<file path="config.mk">
export PLATFORM = sky130hd
export DESIGN_NAME = dual_rail_tx
export DESIGN_NICKNAME = d
export VERILOG_FILES = /design/src/rtl/dual_rail_tx_pkg.sv /design/src/rtl/dual_rail_tx_pulse_timer.sv /design/src/rtl/dual_rail_tx.sv
export SDC_FILE = /design/constraint.sdc
export NUM_CORES = 1
export LEC_CHECK = 0
export ABC_AREA = 1
export CAP_MARGIN = 20
export CORE_ASPECT_RATIO = 0.75
export CORE_UTILIZATION = 53
export CTS_CLUSTER_SIZE = 12
export DETAILED_ROUTE_END_ITERATION = 8
export PLACE_DENSITY = 0.8
export REMOVE_ABC_BUFFERS = 1
export SYNTH_ARGS = -nofsm -noshare
export SYNTH_HDL_FRONTEND = slang
export SYNTH_SLANG_ARGS = --single-unit
</file>
<file path="constraint.sdc">
create_clock -name clk -period 1.7 [get_ports clk]
set_input_delay 0.255 -clock clk [delete_from_list [all_inputs] [get_ports clk]]
set_output_delay 0.255 -clock clk [all_outputs]
set_load 0.1 [all_outputs]
</file>
<file path="src/rtl/dual_rail_tx_pkg.sv">
// dual_rail_tx_pkg: shared FSM state type and default sizing for the dual-rail transmitter
package dual_rail_tx_pkg;
  typedef enum logic [1:0] {IDLE, PULSE, GAP} state_t;
  localparam int DEF_DATA_W = 8;
  localparam int DEF_PULSE_LEN = 4;
  localparam int DEF_GAP_LEN = 4;
endpackage

</file>
<file path="src/rtl/dual_rail_tx_pulse_timer.sv">
// pulse_timer: loadable down-counter, expired while the count sits at zero
module pulse_timer #(
  parameter int W = 3
) (
  input  logic         clk,
  input  logic         rst,
  input  logic         load,
  input  logic [W-1:0] len,
  output logic         expired
);
  logic [W-1:0] cnt;
  always_ff @(posedge clk or negedge rst)
    if (!rst) cnt <= '0;
    else if (load) cnt <= len;
    else if (cnt != '0) cnt <= cnt - 1'b1;
  assign expired = cnt == '0;
endmodule

</file>
<file path="src/rtl/dual_rail_tx.sv">
// dual_rail_tx: serialises words MSB first as return-to-zero pulses on a positive/negative rail pair
module dual_rail_tx
  import dual_rail_tx_pkg::*;
#(
  parameter int DATA_W    = DEF_DATA_W,
  parameter int PULSE_LEN = DEF_PULSE_LEN,
  parameter int GAP_LEN   = DEF_GAP_LEN
) (
  input  logic              clk,
  input  logic              rst,
  input  logic              in_valid,
  input  logic [DATA_W-1:0] in_data,
  output logic              in_ready,
  output logic              out_p,
  output logic              out_n,
  output logic              busy,
  output logic              tx_done
);
  localparam int MAXL = PULSE_LEN > GAP_LEN ? PULSE_LEN : GAP_LEN;
  localparam int CW = $clog2(MAXL + 1);
  localparam int BW = $clog2(DATA_W + 1);
  if (DATA_W < 1 || PULSE_LEN < 1 || GAP_LEN < 4) begin : g_param_check
    $error("dual_rail_tx: need DATA_W>=1, PULSE_LEN>=1, GAP_LEN>=4");
  end
  state_t            state, state_nxt;
  logic [DATA_W-1:0] sr, sr_nxt, sh;
  logic [BW-1:0]     bcnt, bcnt_nxt;
  logic [CW-1:0]     len;
  logic              load, expired, p_nxt, n_nxt, done_nxt;
  pulse_timer #(.W(CW)) u_timer (
    .clk(clk), .rst(rst), .load(load), .len(len), .expired(expired)
  );
  assign sh = sr << 1;
  assign in_ready = state == IDLE;
  assign busy = state != IDLE;
  always_comb begin
    state_nxt = state;
    sr_nxt = sr;
    bcnt_nxt = bcnt;
    load = 1'b0;
    len = '0;
    p_nxt = 1'b0;
    n_nxt = 1'b0;
    done_nxt = 1'b0;
    case (state)
      IDLE:
        if (in_valid) begin
          state_nxt = PULSE;
          load = 1'b1;
          len = CW'(PULSE_LEN - 1);
          sr_nxt = in_data;
          bcnt_nxt = '0;
          p_nxt = in_data[DATA_W-1];
          n_nxt = ~in_data[DATA_W-1];
        end
      PULSE:
        if (expired) begin
          state_nxt = GAP;
          load = 1'b1;
          len = CW'(GAP_LEN - 1);
        end else begin
          p_nxt = out_p;
          n_nxt = out_n;
        end
      GAP:
        if (expired) begin
          load = 1'b1;
          if (bcnt == BW'(DATA_W - 1)) begin
            state_nxt = IDLE;
            done_nxt = 1'b1;
          end else begin
            state_nxt = PULSE;
            len = CW'(PULSE_LEN - 1);
            sr_nxt = sh;
            bcnt_nxt = bcnt + 1'b1;
            p_nxt = sh[DATA_W-1];
            n_nxt = ~sh[DATA_W-1];
          end
        end
      default: state_nxt = IDLE;
    endcase
  end
  always_ff @(posedge clk or negedge rst)
    if (!rst) begin
      state <= IDLE;
      sr <= '0;
      bcnt <= '0;
      out_p <= 1'b0;
      out_n <= 1'b0;
      tx_done <= 1'b0;
    end else begin
      state <= state_nxt;
      sr <= sr_nxt;
      bcnt <= bcnt_nxt;
      out_p <= p_nxt;
      out_n <= n_nxt;
      tx_done <= done_nxt;
    end
endmodule

</file>
After elaboration in Yosys (flattened, before gate mapping)
Cells that the tools add are included.
W data, S select, Z words.
- bits in registers: 19
- input bits: 11
- logic and storage cells: 62
- output and inout bits: 5
- reductions and logical operators: 9
- equal/unequal tests: 7
- mux-type cells: 35
- bitwise logic cells: 2
- add/sub/neg operators: 2
- operators by type and width (cell ; number):
    $mux W7 ; 3
    $mux W2 ; 7
    $pmux W7 S2 ; 1
    $mux W1 ; 13
    $mux W4 ; 3
    $pmux W2 S3 ; 2
    $ne A2 B2 Y1 const B ; 4
    $pmux W4 S2 ; 1
    $mux W3 ; 2
    $pmux W1 S3 ; 2
    $reduce_bool A2 Y1 ; 3
    $add A4 B1 Y4 const B ; 1
    $eq A4 B3 Y1 const B ; 1
    $reduce_and A4 Y1 ; 1
    $logic_not A3 Y1 ; 1
    $reduce_and A3 Y1 ; 1
    $reduce_bool A3 Y1 ; 1
    $sub A3 B1 Y3 const B ; 1
    $eq A2 B1 Y1 const B ; 1
    $eq A2 B2 Y1 const B ; 1
    $logic_not A2 Y1 ; 1
    $not A1 Y1 ; 2
    $pmux W1 S2 ; 1
    $reduce_or A2 Y1 ; 1

Longest topological paths before layout
- depth after elaboration: 5
- mapped depth: 9
- mapped depth without buffers: 9

Modules after synthesis
A second synthesis with hierarchy kept.
- cells, all modules: 170
- area, all modules: 1183.6 µm²
- by module, submodules not included (module ; cells each ; area each (µm²) ; times used ; sequential area each (µm²)):
    dual_rail_tx ; 138 ; 975.9 ; 1 ; 400.4
    pulse_timer ; 32 ; 207.7 ; 1 ; 75.1

Least setup slack after synthesis
OpenSTA, ideal clock, no wires.
- kind: register to register
- from: reg state[0]
- to: reg bcnt[3]
- path buffers: 1
- arrival time: 2.457 ns
- path slack: -0.876 ns
- period minus slack after synthesis: 2.576 ns
- stages on the path, launching flop included: 9
- data required time: 1.581 ns
- library setup time: 0.119 ns
- cells stage by stage: dfrtp_1 inv_1 ha_1 inv_2 nand2_1 nand2_2 buf_6 o21bai_1 nand2_1
- cells in the longest elaborated chain, start to end: 3
- elaborated cells on any way between the ends: 8
- classes of those cells: 4 x eq/ne; 1 x mux; 3 x reduce/logical
- ends and longest elaborated chain (item ; line ; source):
    from (decl) ; dual_rail_tx.sv:25 ; state_t state, state_nxt;
    from (signal assigned) ; dual_rail_tx.sv:92 ; state <= state_nxt;
    $logic_not A2 Y1 (*) ; - ;
    net in_ready ; dual_rail_tx.sv:13 ; output logic in_ready,
    $ne A2 B2 Y1 (no line) / $reduce_bool A2 Y1 (equally long branches) ; - ;
    $reduce_and A4 Y1 (no line) ; - ;
    to (signal assigned) ; dual_rail_tx.sv:94 ; bcnt <= bcnt_nxt;
    to (decl) ; dual_rail_tx.sv:27 ; logic [BW-1:0] bcnt, bcnt_nxt;
The timed path passes the listed nets; every way through them passes the cells marked *.
A chain may end at the register's enable or synchronous reset.

Worst setup path after layout
- from: reg state[1]
- to: out in_ready
- cells in the longest elaborated chain, start to end: 1
- ends and longest elaborated chain (item ; line ; source):
    $logic_not A2 Y1 ; dual_rail_tx.sv:34 ; assign in_ready = state == IDLE;
    to (decl) ; dual_rail_tx.sv:13 ;
No other way between the ends.

==> metrics.md <==
| Metric | Value |
|---|---|
| Unique masters post-synth | 21 |
| Seq cells post-synth | 19 |
| Final ANT Viol Nets | 0 |
| RSZ-0062 raised after global routing | no |
| Die W | between 50 and 60 um |
| Buffers added on ports | 15 |
| Num CTS Buffers | 3 |
| Max incr delay on CP | 420 ps |
| DP Area | between 1000 and 1500 sq um |
| Yosys warning total | 0 |
| Total global routing overflow | 0 |
| Row cnt | 14 |
| Setup violations, final | 0 |
| Number of global-route vias before repair | approximately 960 |
| Fin. Hold Viols | 0 |
| Via-to-Cell Ratio | between 5 and 6 |
| Antenna diode count | 0 |
| Dpl ws | around 100 ps |
| CTS H-Tree Depth | 1 |
| IO Pins | 16 |
| Rel. slew slack | ~84% |
| First-pass GRT wire length | roughly 4000 um |
| Die footprint | 2410 sq um |
| Startpoint type of the worst setup path | flop |
| Synthesized area | between 1000 and 1500 sq um |
| Fraction of layout cells with a size suffix above 1 | 13.8% |
| Largest delay share family, worst path | buffers and inverters |
| Worst-path cell chain | inv_1 -> ha_4 -> buf_4 -> buf_12 |
| Hpwl dp | ~1800 um |
| Clock Path Buffers | 2 |
| Setup TNS | 0 ps |
| Hold Buf Count CTS | 0 |
| Layout area overhead | 24.5% |
| Vias | 1,063 |
| CTS sink count | 19 |
| Total GRT Usage | 22.0% |
| Critical Path End Type | primary output |
| WL per Instance | roughly 12 um |
| Worst Tran Pin Value | 245 ps |
| MaxCap Viol Count | 0 |
| Final Slew Violations | 0 |
| First-pass iteration count of the detailed router | 4 |
| WL final | 2480 um |
| Setup Skew | ~3.5 ps |
| Crit Path Category | reg2out |
| Initial antenna violation count | 0 |
| # DRC | 0 |
| WP data required | approximately 1400 ps |
| Clock input transition at the sequential cells of the worst setup and hold paths | between 100 and 150 ps |
| Drt initial violations | 24 |
| Clk Latency, worst-skew pair | just over 300 ps |
| Minimum clock period | 1630 ps |
| Status | finished clean |
| Gate Count Post-Synth | 160 |
| Crit-path slowest cell | dfrtp_1 |
| Core area | a little over 2000 sq um |
| PwrDens | a little under 500 nW/um^2 |
| Mean post-synth cell area | 7.34 sq um |
| Tot Pwr | just over 700 uW |
| Fin area | roughly 1500 sq um |
| Clock Tree Root | clkbuf_4 |
| WP buf/inv | 3 |
| CP arrival | around 1400 ps |
| Dpl cells | 199 |
| Cell leakage power | between 0.7 and 0.8 nW |
| Largest net degree at the start of global routing | 20 |
| Crit-path max FO | 6 |
| Post-Layout Cell Count | 205 |
| GPL Wtd Cong | roughly 0.8 |
| Final period util | a little over nine tenths |
| Register area share after synthesis | about two fifths |
| Die Ht | roughly 43 um |
| CTS tree | built |
| Maximum VDD drop | around 470 uV |
| FMAX | about 620 MHz |
| Worst Hold Class | in2async |
| Final nets | roughly 200 |
| Worst setup margin | between 70 and 80 ps |
| Initial core utilization | between 50 and 60% |
==> registers in the layout, indices dropped and copies added (netlist names) <==
signal       count
out_n            1
state            2
u_timer.cnt      3
out_p            1
sr               7
tx_done          1
bcnt             4
==> through the flow <==
step | util, % | hold WS [ps]
floorplan | - | -40.6
global placement | 68.4 | 470
CTS | 69.8 | 277
global route | 71.3 | 298
finish | 71.3 | 267
detailed placement | 68.4 | 470
==> cell type report <==
cell class / count / area [sq um]
Multi-Input combinational cell: 124 / 639
Timing Repair Buffer: 20 / 238
Tap cell: 24 / 30.0
Clock buffer: 4 / 26.3
Sequential cell: 19 / 475
Inverter: 14 / 52.6
Fill cell: 155 / 588
==> worst register-to-register path, delay by kind of cell (launching register included) <==
family | cells | cell delay (ps)
buffers and inverters | 2 | 220
AND/OR/NAND/NOR | 5 | 600
adder cells (fa/ha/maj) | 1 | 270
flip-flops | 1 | 440
==> logic make-up (layout without fill, tap and decap cells) <==
logic type,Yosys count,in the layout,synth area share [%]
AOI/OAI and AO/OA,18,18,7.89
and+or+nand+nor,97,98,35.8
adders and majority gates,8,8,8.53
buffers and inverters,18,38,7.25
DFF,19,19,40.5
==> placed cells by master, fill, tap and decap left out, drive strengths merged, types with 4 or more instances in the layout <==
cell,netlist,routed
inv,14,14
ha,8,8
nand2,71,71
o21ai,14,14
buf,4,10
clkdlybuf4s50,0,10
dfrtp,19,19
clkbuf,0,4
nor2,12,13
nand3,8,8
==> cell usage after synthesis (all sizes together) <==
cell	number	share of area (%)
nand2	71	24
dfrtp	19	41
inv	14	4.5
o21ai	14	6.0
nor2	12	4.7
ha	8	8.5
nand3	8	3.4
buf	4	2.8
a21oi	3	1.3
nand4	3	1.6
and2	1	0.53
nor3b	1	0.64
o21bai	1	0.64
or2	1	0.53
==> timing repair <==
action / CTS / global route
endpoints found under the setup margin: 1 / 10
gates resized for setup: 1 / 3
gates cloned: 0 / 1
pin swaps: 0 / 1
buffers inserted: 0 / 1
==> per-layer routing <==
metal | global-route usage [%] | share of wire, % | up-vias
met5 | 0 | 0 | -
met3 | 5.49 | 4.1 | 3
li1 | - | - | 547
met2 | 33.3 | 46 | 20
met1 | 31.2 | 49 | 493
met4 | 6.83 | 0.77 | 0
==> report_power, final <==
group | leakage [nW] | internal [mW] | switching [mW]
registers | 0.241 | 0.452 | 0
clock network | 0.0150 | 0.0919 | 0.147
logic | 0.524 | 0.0217 | 0.0129
==> worst paths after layout <==
check | startpoint | to | slack [ps] | cells after the start
min in group clk | sr[3] | sr[3] | 490 | 2
max reg2reg | state[0] | sr[2] | 110 | 8
min reg2reg | sr[3] | sr[3] | 490 | 2
min | rst | sr[1] | 270 | 2
max | state[1] | in_ready | 70 | 4
max in group asynchronous | rst | sr[3] | 1230 | 2
Note: power is estimated with default switching activity, not from simulation.
